`src/rtl/karatsuba_pkg.sv`:
```
// karatsuba_pkg: shared width helpers for the Karatsuba multiplier blocks.
// Split widths: N_HI = N/2 (upper half), N_LO = (N+1)/2 (lower half).
// z0 = a0*b0, z1 = (a0+a1)*(b0+b1), z2 = a1*b1; mid carries one extra sign bit.
package karatsuba_pkg;

    localparam int PIPE_DEPTH = 3;

    function automatic int n_hi(input int n);
        return n / 2;
    endfunction

    function automatic int n_lo(input int n);
        return (n + 1) / 2;
    endfunction

    function automatic int z0_w(input int n);
        return 2 * n_lo(n);
    endfunction

    function automatic int z1_w(input int n);
        return 2 * n_lo(n) + 2;
    endfunction

    function automatic int z2_w(input int n);
        return 2 * n_hi(n);
    endfunction

    function automatic int mid_w(input int n);
        return 2 * n_lo(n) + 3;
    endfunction

endpackage

```
`src/rtl/pipe_ctrl.sv`:
```
// pipe_ctrl: valid/ready controller for a DEPTH-stage pipeline with bubble collapse.
// Ports: clk, rst_n (async active-low), in_valid/in_ready (upstream handshake),
//        out_ready (downstream accept), valid[i] (stage i holds data),
//        load[i] (stage i data registers capture this cycle).
module pipe_ctrl #(
    parameter int DEPTH = 3
) (
    input  logic             clk,
    input  logic             rst_n,
    input  logic             in_valid,
    output logic             in_ready,
    input  logic             out_ready,
    output logic [DEPTH-1:0] valid,
    output logic [DEPTH-1:0] load
);

    logic [DEPTH-1:0] v_q, v_d, adv;
    logic [DEPTH:0]   up;

    always_comb begin
        up   = {v_q, in_valid};
        adv  = '0;
        load = '0;
        v_d  = v_q;
        for (int i = 0; i < DEPTH; i++) begin
            // stage i is blocked only when it and every stage after it are full and the sink stalls
            adv[i]  = out_ready | ~&(v_q | DEPTH'((1 << i) - 1));
            load[i] = adv[i] & up[i];
            v_d[i]  = adv[i] ? up[i] : v_q[i];
        end
    end

    always_ff @(posedge clk or negedge rst_n) begin
        if (!rst_n) begin
            v_q <= '0;
        end else begin
            v_q <= v_d;
        end
    end

    assign in_ready = adv[0];
    assign valid    = v_q;

endmodule

```
`src/rtl/karatsuba_combine.sv`:
```
// karatsuba_combine: 3-stage recombination of Karatsuba partial products into a*b.
// Ports: clk, rst_n (async active-low); in_valid/in_ready with z0, z1, z2 partial
//        products; out_valid/out_ready with c (2*N_BITS result) and err (set when
//        z1 < z0 + z2, in which case c is forced to 0).
module karatsuba_combine
    import karatsuba_pkg::*;
#(
    parameter int N_BITS = 15
) (
    input  logic                      clk,
    input  logic                      rst_n,
    input  logic                      in_valid,
    output logic                      in_ready,
    input  logic [z0_w(N_BITS)-1:0]   z0,
    input  logic [z1_w(N_BITS)-1:0]   z1,
    input  logic [z2_w(N_BITS)-1:0]   z2,
    output logic                      out_valid,
    input  logic                      out_ready,
    output logic [2*N_BITS-1:0]       c,
    output logic                      err
);

    localparam int N_LO = n_lo(N_BITS);
    localparam int Z0W  = z0_w(N_BITS);
    localparam int Z2W  = z2_w(N_BITS);
    localparam int MW   = mid_w(N_BITS);
    localparam int CW   = 2 * N_BITS;

    logic [PIPE_DEPTH-1:0] vld, ld;
    logic [MW-1:0]         m1_q, m1_d, mid_q, mid_d;
    logic [Z0W-1:0]        z0_1_q, z0_1_d, z0_2_q, z0_2_d;
    logic [Z2W-1:0]        z2_1_q, z2_1_d, z2_2_q, z2_2_d;
    logic [CW-1:0]         c_q, c_d;
    logic                  err_q, err_d;
    logic                  unused_ok;

    pipe_ctrl #(.DEPTH(PIPE_DEPTH)) u_ctrl (
        .clk       (clk),
        .rst_n     (rst_n),
        .in_valid  (in_valid),
        .in_ready  (in_ready),
        .out_ready (out_ready),
        .valid     (vld),
        .load      (ld)
    );

    always_comb begin
        m1_d   = ld[0] ? MW'(z1) - MW'(z0) : m1_q;
        z0_1_d = ld[0] ? z0 : z0_1_q;
        z2_1_d = ld[0] ? z2 : z2_1_q;
        mid_d  = ld[1] ? m1_q - MW'(z2_1_q) : mid_q;
        z0_2_d = ld[1] ? z0_1_q : z0_2_q;
        z2_2_d = ld[1] ? z2_1_q : z2_2_q;
        // a negative middle term means the triple cannot come from one multiplication
        err_d  = ld[2] ? mid_q[MW-1] : err_q;
        // z0 fills exactly 2*N_LO bits, so {z2, z0} is the exact z2<<2*N_LO + z0
        c_d    = ld[2] ? (mid_q[MW-1] ? '0 : {z2_2_q, z0_2_q} + (CW'(mid_q[2*N_LO:0]) << N_LO)) : c_q;
    end

    always_ff @(posedge clk or negedge rst_n) begin
        if (!rst_n) begin
            m1_q   <= '0;
            z0_1_q <= '0;
            z2_1_q <= '0;
            mid_q  <= '0;
            z0_2_q <= '0;
            z2_2_q <= '0;
            c_q    <= '0;
            err_q  <= 1'b0;
        end else begin
            m1_q   <= m1_d;
            z0_1_q <= z0_1_d;
            z2_1_q <= z2_1_d;
            mid_q  <= mid_d;
            z0_2_q <= z0_2_d;
            z2_2_q <= z2_2_d;
            c_q    <= c_d;
            err_q  <= err_d;
        end
    end

    // only the last valid bit is an output; bit 2*N_LO+1 of mid is always 0 for a non-negative result
    assign unused_ok = ^{vld[PIPE_DEPTH-2:0], mid_q[MW-2]};

    assign out_valid = vld[PIPE_DEPTH-1];
    assign c         = c_q;
    assign err       = err_q;

endmodule

```
`config.mk`:
```
export PLATFORM = sky130hd
export DESIGN_NAME = karatsuba_combine
export DESIGN_NICKNAME = d
export VERILOG_FILES = /design/src/rtl/karatsuba_pkg.sv /design/src/rtl/pipe_ctrl.sv /design/src/rtl/karatsuba_combine.sv
export SDC_FILE = /design/constraint.sdc
export NUM_CORES = 1
export LEC_CHECK = 0
export CAP_MARGIN = 20
export CORE_UTILIZATION = 51
export DETAILED_ROUTE_END_ITERATION = 10
export PLACE_DENSITY = 0.78
export SLEW_MARGIN = 20
export SYNTH_ARGS = -nofsm -noshare
export SYNTH_HDL_FRONTEND = slang
export SYNTH_SLANG_ARGS = --single-unit
```
`constraint.sdc`:
```
create_clock -name clk -period 2.1 [get_ports clk]
set_input_delay 0.42 -clock clk [delete_from_list [all_inputs] [get_ports clk]]
set_output_delay 0.42 -clock clk [all_outputs]
set_load 0.05 [all_outputs]
```
## After elaboration in Yosys (flattened, before gate mapping)

Cells that the tools add are included.

- Register bits: 132
- Input port bits: 52
- Logic and storage cells: 26

- Add/sub/neg operators: 3
- Muxes and demuxes: 1
- Bitwise gates (word level): 6
- Reductions and logical operators: 5

Operators with widths:

| cell | number |
|---|---|
| adder 30 x 25 -> 30 bit | 1 |
| 2-to-1 mux 30 bit | 1 |
| subtractor 18 x 16 -> 19 bit | 1 |
| subtractor 19 x 14 -> 19 bit | 1 |
| AND 1 bit | 3 |
| zero test 1 bit | 3 |
| bitwise OR 1 bit | 3 |
| AND reduction 3 bit | 1 |
| AND reduction 2 bit | 1 |

## Longest topological paths before layout

Gate-level depths: netlist of run 1.

- Depth after elaboration: 4
- Depth in mapped cells: 11
- Depth with buffers taken out: 11

## Hierarchy

Synthesis of run 1 repeated with hierarchy kept, for this count alone.

- Cells, all modules: 717
- Area total of the unflattened synthesis: 7435.9 um2

Modules (own cells, without submodules):

| module | instances | cells each | area an instance (um2) | sequential area each (um2) |
|---|---|---|---|---|
| karatsuba_combine | 1 | 705 | 7282.0 | 3203.1 |
| pipe_ctrl | 1 | 12 | 153.9 | 75.1 |

## Worst setup path after synthesis of run 1

Ideal clock, no wire load.

- Path kind: flip-flop to flip-flop
- From: register u_ctrl.v_q[2] (netlist: u_ctrl.valid[2])
- To: register z2_1_q[10]
- Library setup time: 125 ps
- Data arrival time: 2268 ps
- Data required time: 1975 ps
- Slack: -293 ps
- Stages on the path, launching flop included: 7
- Cell sequence: dfrtp_1 -> nor2b_1 -> nand3_1 -> nand2_1 -> buf_2 -> buf_2 -> mux2_2

- Word-level cells in the longest chain between the ends: 4

Ends and longest elaborated chain:

| item | RTL line | RTL |
|---|---|---|
| start, declared | pipe_ctrl.sv:17 | `logic [DEPTH-1:0] v_q, v_d, adv;` |
| start signal, assigned | pipe_ctrl.sv:37 | `v_q <= v_d;` |
| AND reduction 3 bit | pipe_ctrl.sv:27 | `adv[i] = out_ready \| ~&(v_q \| DEPTH'((1 << i) - 1));` |
| zero test 1 bit | pipe_ctrl.sv:27 |  |
| bitwise OR 1 bit | pipe_ctrl.sv:27 |  |
| net in_ready | karatsuba_combine.sv:13 | `output logic in_ready,` |
| AND 1 bit | pipe_ctrl.sv:28 | `load[i] = adv[i] & up[i];` |
| end signal, assigned | karatsuba_combine.sv:73 | `z2_1_q <= z2_1_d;` |
| end, declared | karatsuba_combine.sv:32 | `logic [Z2W-1:0] z2_1_q, z2_1_d, z2_2_q, z2_2_d;` |

The timed path passes the listed nets, and every way through them passes these cells.
A chain may end at the register's enable or synchronous reset.

## Final worst setup path of run 1

- From: register m1_q[0]
- To: register mid_q[10]

- Word-level cells in the longest chain between the ends: 1

Ends and longest elaborated chain:

| item | RTL line | RTL |
|---|---|---|
| start, declared | karatsuba_combine.sv:30 | `logic [MW-1:0] m1_q, m1_d, mid_q, mid_d;` |
| start signal, assigned | karatsuba_combine.sv:71 | `m1_q <= m1_d;` |
| subtractor 19 x 14 -> 19 bit | karatsuba_combine.sv:51 | `mid_d = ld[1] ? m1_q - MW'(z2_1_q) : mid_q;` |
| end signal, assigned | karatsuba_combine.sv:74 | `mid_q <= mid_d;` |
| end, declared | karatsuba_combine.sv:30 |  |

No other way between the ends.

==> results.md, run 1 <==
* Status: finished, violations left
* Violated checks: setup timing
* CP max FO at 3
* Htree depth at 4
* Largest delay share family, worst path: compound AO/OA/AOI/OAI gates
* Die H at 122 µm
* Worst-Skew Late Latency at 420 ps
* R2R Setup Slk at -290 ps
* Remaining antenna violation count at 0
* Starting DRC count in detailed routing at 527
* Starting Density at 52.6%
* N_diodes at 0
* Max clock buf depth at 2
* Number of max-cap violations at 0
* Vias/cell at 5.83
* Final worst path period need at 2390 ps
* CTS Buf Count at 17
* Internal power at 8560 µW
* Vias in the first global route at 6603
* CP max stage cell: dfrtp_1
* Final setup margin at -291 ps
* Hold Path Class: in2reg
* Area grow syn2layout at 43.2%
* Number of port buffers at 84
* I/O Pins at 85
* Worst-case reg-to-reg path depth at 11
* Die Wd at 122 µm
* Largest net degree at the start of global routing at 60
* Setup crit start kind: flop
* Post-synthesis sequential area ratio at 44.8%
* Congestion Overflow GR at 0
* Global-route wire length before repair at 32400 µm
* Detailed Route WL at 22100 µm
* DR WL/cell at 18.5 µm
* Relative slew slack at 60.3%
* Syn Std Cell Area at 7320 µm²
* Die Area at 14800 µm²
* Mapped Nets at 906
* P_sw at 5620 µW
* Critical path depth in cells at 11
* Fraction of layout cells with a size suffix above 1 at 26.9%
* Hold Slack at 420 ps
* Final period utilization at 114%
* Hpwl dp at 12800 µm
* Overall routing resource usage at 28.3%
* Layout Nets at 1102
* Kind of critical path: reg2reg
* CP max stage delay at 400 ps
* Clock Pin Slew Worst Setup and Hold Paths at 60 ps
* Post-synth EDFFs at 0
* Clock Skew at 6.37 ps
* GPL Wtd Cong at 0.874
* Final setup fails at 18
* Number of buffers and inverters on the critical path at 4
* Leak at 0.00481 µW
* Area of the core at 13900 µm²
* Final count of hold timing violations at 0
* DR pass1 iterations at 5
* Via Count at 6951
* CTS tree: built
* Synth Warn # at 0
* Root Driver: clkbuf_16
* Maximum VDD drop at 0.000787 V
* Pwr/cell area at 1350 nW/µm²
* RSZ-0062 raised after global routing: yes
* Multi-input logic area at 4260 µm²
* Req. time, crit path at 2390 ps
* DRC at 0
* Ys flop type: dfrtp_1
* Switching Share at 39.6%
* Clock power frac at 23.5%
* Post-Syn Area per Cell at 9.11 µm²
* Clock sink count at 131
* Filler instances at 824
* Mapped Cells at 804
* Fin Setup TNS at -2750 ps
* Slew @ Worst Pin at 580 ps
* Hold depth at 4
* Ys async rst share at 100%
* Seq cells post-synth at 131
* Fmax at 0.418 GHz
* Sequential power share at 27.0%
* Cells along the critical path: inv_1, ha_2, inv_2, fa_2, a211oi_4, o211ai_2, a41oi_4, buf_4, buf_6, xnor2_1, o21ai_0
* Fin. max-slew vios at 0
* Crit path capture type: flop
* CP arrival at 2680 ps
* Reg area at 3280 µm²
* Combinational power share at 49.5%
* Initial antenna violation count at 0
* Synth unique cells at 62
* Row count at 43
* Final core utilization at 75.2%
## Yosys cell counts (all sizes together) (2+ instances only)
cell type | n | share of area [%]
nor3 | 5 | 0.34
dfrtp | 131 | 45
nand2 | 175 | 9.0
buf | 9 | 0.56
mux2 | 17 | 2.6
a31o | 2 | 0.24
o21bai | 5 | 0.51
a21oi | 42 | 3.0
a311oi | 2 | 0.24
o2111ai | 2 | 0.24
o21a | 7 | 0.72
a21o | 19 | 2.0
and3 | 4 | 0.34
nor2b | 5 | 0.43
xor2 | 18 | 2.2
a41oi | 4 | 0.58
o31a | 2 | 0.24
o211ai | 5 | 0.58
nand3 | 11 | 0.82
nand2b | 19 | 1.6
a32oi | 5 | 0.60
o31ai | 5 | 0.51
or2 | 2 | 0.17
o21ai | 115 | 7.9
fa | 3 | 0.82
a21boi | 2 | 0.26
ha | 47 | 8.0
nand4 | 2 | 0.17
nor2 | 14 | 0.72
o41ai | 2 | 0.34
xnor2 | 25 | 3.0
a211oi | 5 | 0.58
clkbuf | 23 | 1.2
a211o | 2 | 0.24
inv | 51 | 2.6
and2 | 3 | 0.26
nor4 | 3 | 0.34
## tightest hold or removal path: stages
cell and delay, ps:
dlymetal6s2s_1 130, inv_2 80, buf_4 100, o21ai_0 70
## cells in the final DEF, fill, tap and decap left out, types with 7 or more instances in the layout
| master | n |
|---|---|
| o21ai_1 | 24 |
| dfrtp_1 | 130 |
| nand2_1 | 170 |
| nand2b_1 | 18 |
| xnor2_1 | 22 |
| a21o_1 | 17 |
| a21oi_2 | 15 |
| nand3_1 | 9 |
| o21ai_0 | 84 |
| xor2_1 | 18 |
| clkbuf_16 | 17 |
| ha_4 | 17 |
| a21oi_1 | 24 |
| inv_2 | 11 |
| ha_1 | 24 |
| buf_4 | 115 |
| inv_1 | 40 |
| nor2_1 | 14 |
| mux2_2 | 17 |
| clkdlybuf4s50_1 | 77 |
| o21a_1 | 7 |
## cell type report
type | instances | area share (%)
multi-input cells | 590 | 40.6
flip-flops and latches | 131 | 31.3
repair buffers | 209 | 17.8
clock buffers | 21 | 4.49
well taps | 180 | 2.15
clock inverters | 11 | 1.90
inverters | 51 | 1.83
## path summary, 6_finish.rpt
kind                                       start               endpoint
max in group asynchronous                  rst_n      c[14]$_DFFE_PN0P_
hold / removal                             z0[9]  z0_1_q[9]$_DFFE_PN0P_
min in group asynchronous                  rst_n  z0_1_q[8]$_DFFE_PN0P_
setup / recovery             m1_q[0]$_DFFE_PN0P_  mid_q[10]$_DFFE_PN0P_
hold reg to reg            z0_1_q[6]$_DFFE_PN0P_  z0_2_q[6]$_DFFE_PN0P_
setup reg to reg             m1_q[0]$_DFFE_PN0P_  mid_q[10]$_DFFE_PN0P_
## metrics by stage
stage | total power (µW) | cell area [µm²] | worst slack [ps] | instances
after floorplan | 7410 | 7340 | 6.01 | 804
after global placement | 9340 | 9100 | -533 | 1137
after detailed placement | 9510 | 9100 | -592 | 1137
after CTS | 13200 | 10100 | -101 | 1179
after global routing | 14800 | 10500 | -374 | 1193
final | 14200 | 10500 | -291 | 1193
## cells by family after synthesis
family	share of synthesized area, %
simple gates	14.8
buf+inv	4.37
flops	44.8
mux	2.61
compound gates	19.4
fa+ha+maj	8.85
xor+xnor	5.14
## power by group through the flow
stage | Clock [µW] | Sequential (µW) | Combinational [µW]
after global routing | 3440 | 3890 | 7490
after global placement | 0 | 3730 | 5620
after floorplan | 0 | 4510 | 2900
final | 3340 | 3830 | 7020
after CTS | 3340 | 3760 | 6150
after detailed placement | 0 | 3760 | 5750
## registers in the layout (all words and copies together) (netlist names), 3 cells and up
name,count
z0_2_q,16
z0_1_q,16
c,30
z2_1_q,14
mid_q,18
z2_2_q,14
u_ctrl.valid,3
m1_q,19
## timing repair
item                                   4_1_cts  5_1_grt
setup buffers                               10       14
resized for setup                           49       73
hold buffers                                 1        0
setup endpoints to repair                   27       33
pin swaps                                   30       50
endpoints found under the hold margin       20        0
## layer usage
metal  vias up  part of all wire, %  global-route usage (%)
li1       3176                    -                       -
met5         -                    0                       0
met3       102                  6.6                    5.15
met4         0                  4.9                    11.0
met1      3320                   40                    35.6
met2       353                   49                    48.0
(Power assumes the default switching activity.)
==> run 2: changes to the inputs <==
Settings changed: CTS_CLUSTER_DIAMETER set to 80.
==> results of run 2 <==
No change in the layout: final DEF, timing and power equal those of run 1.
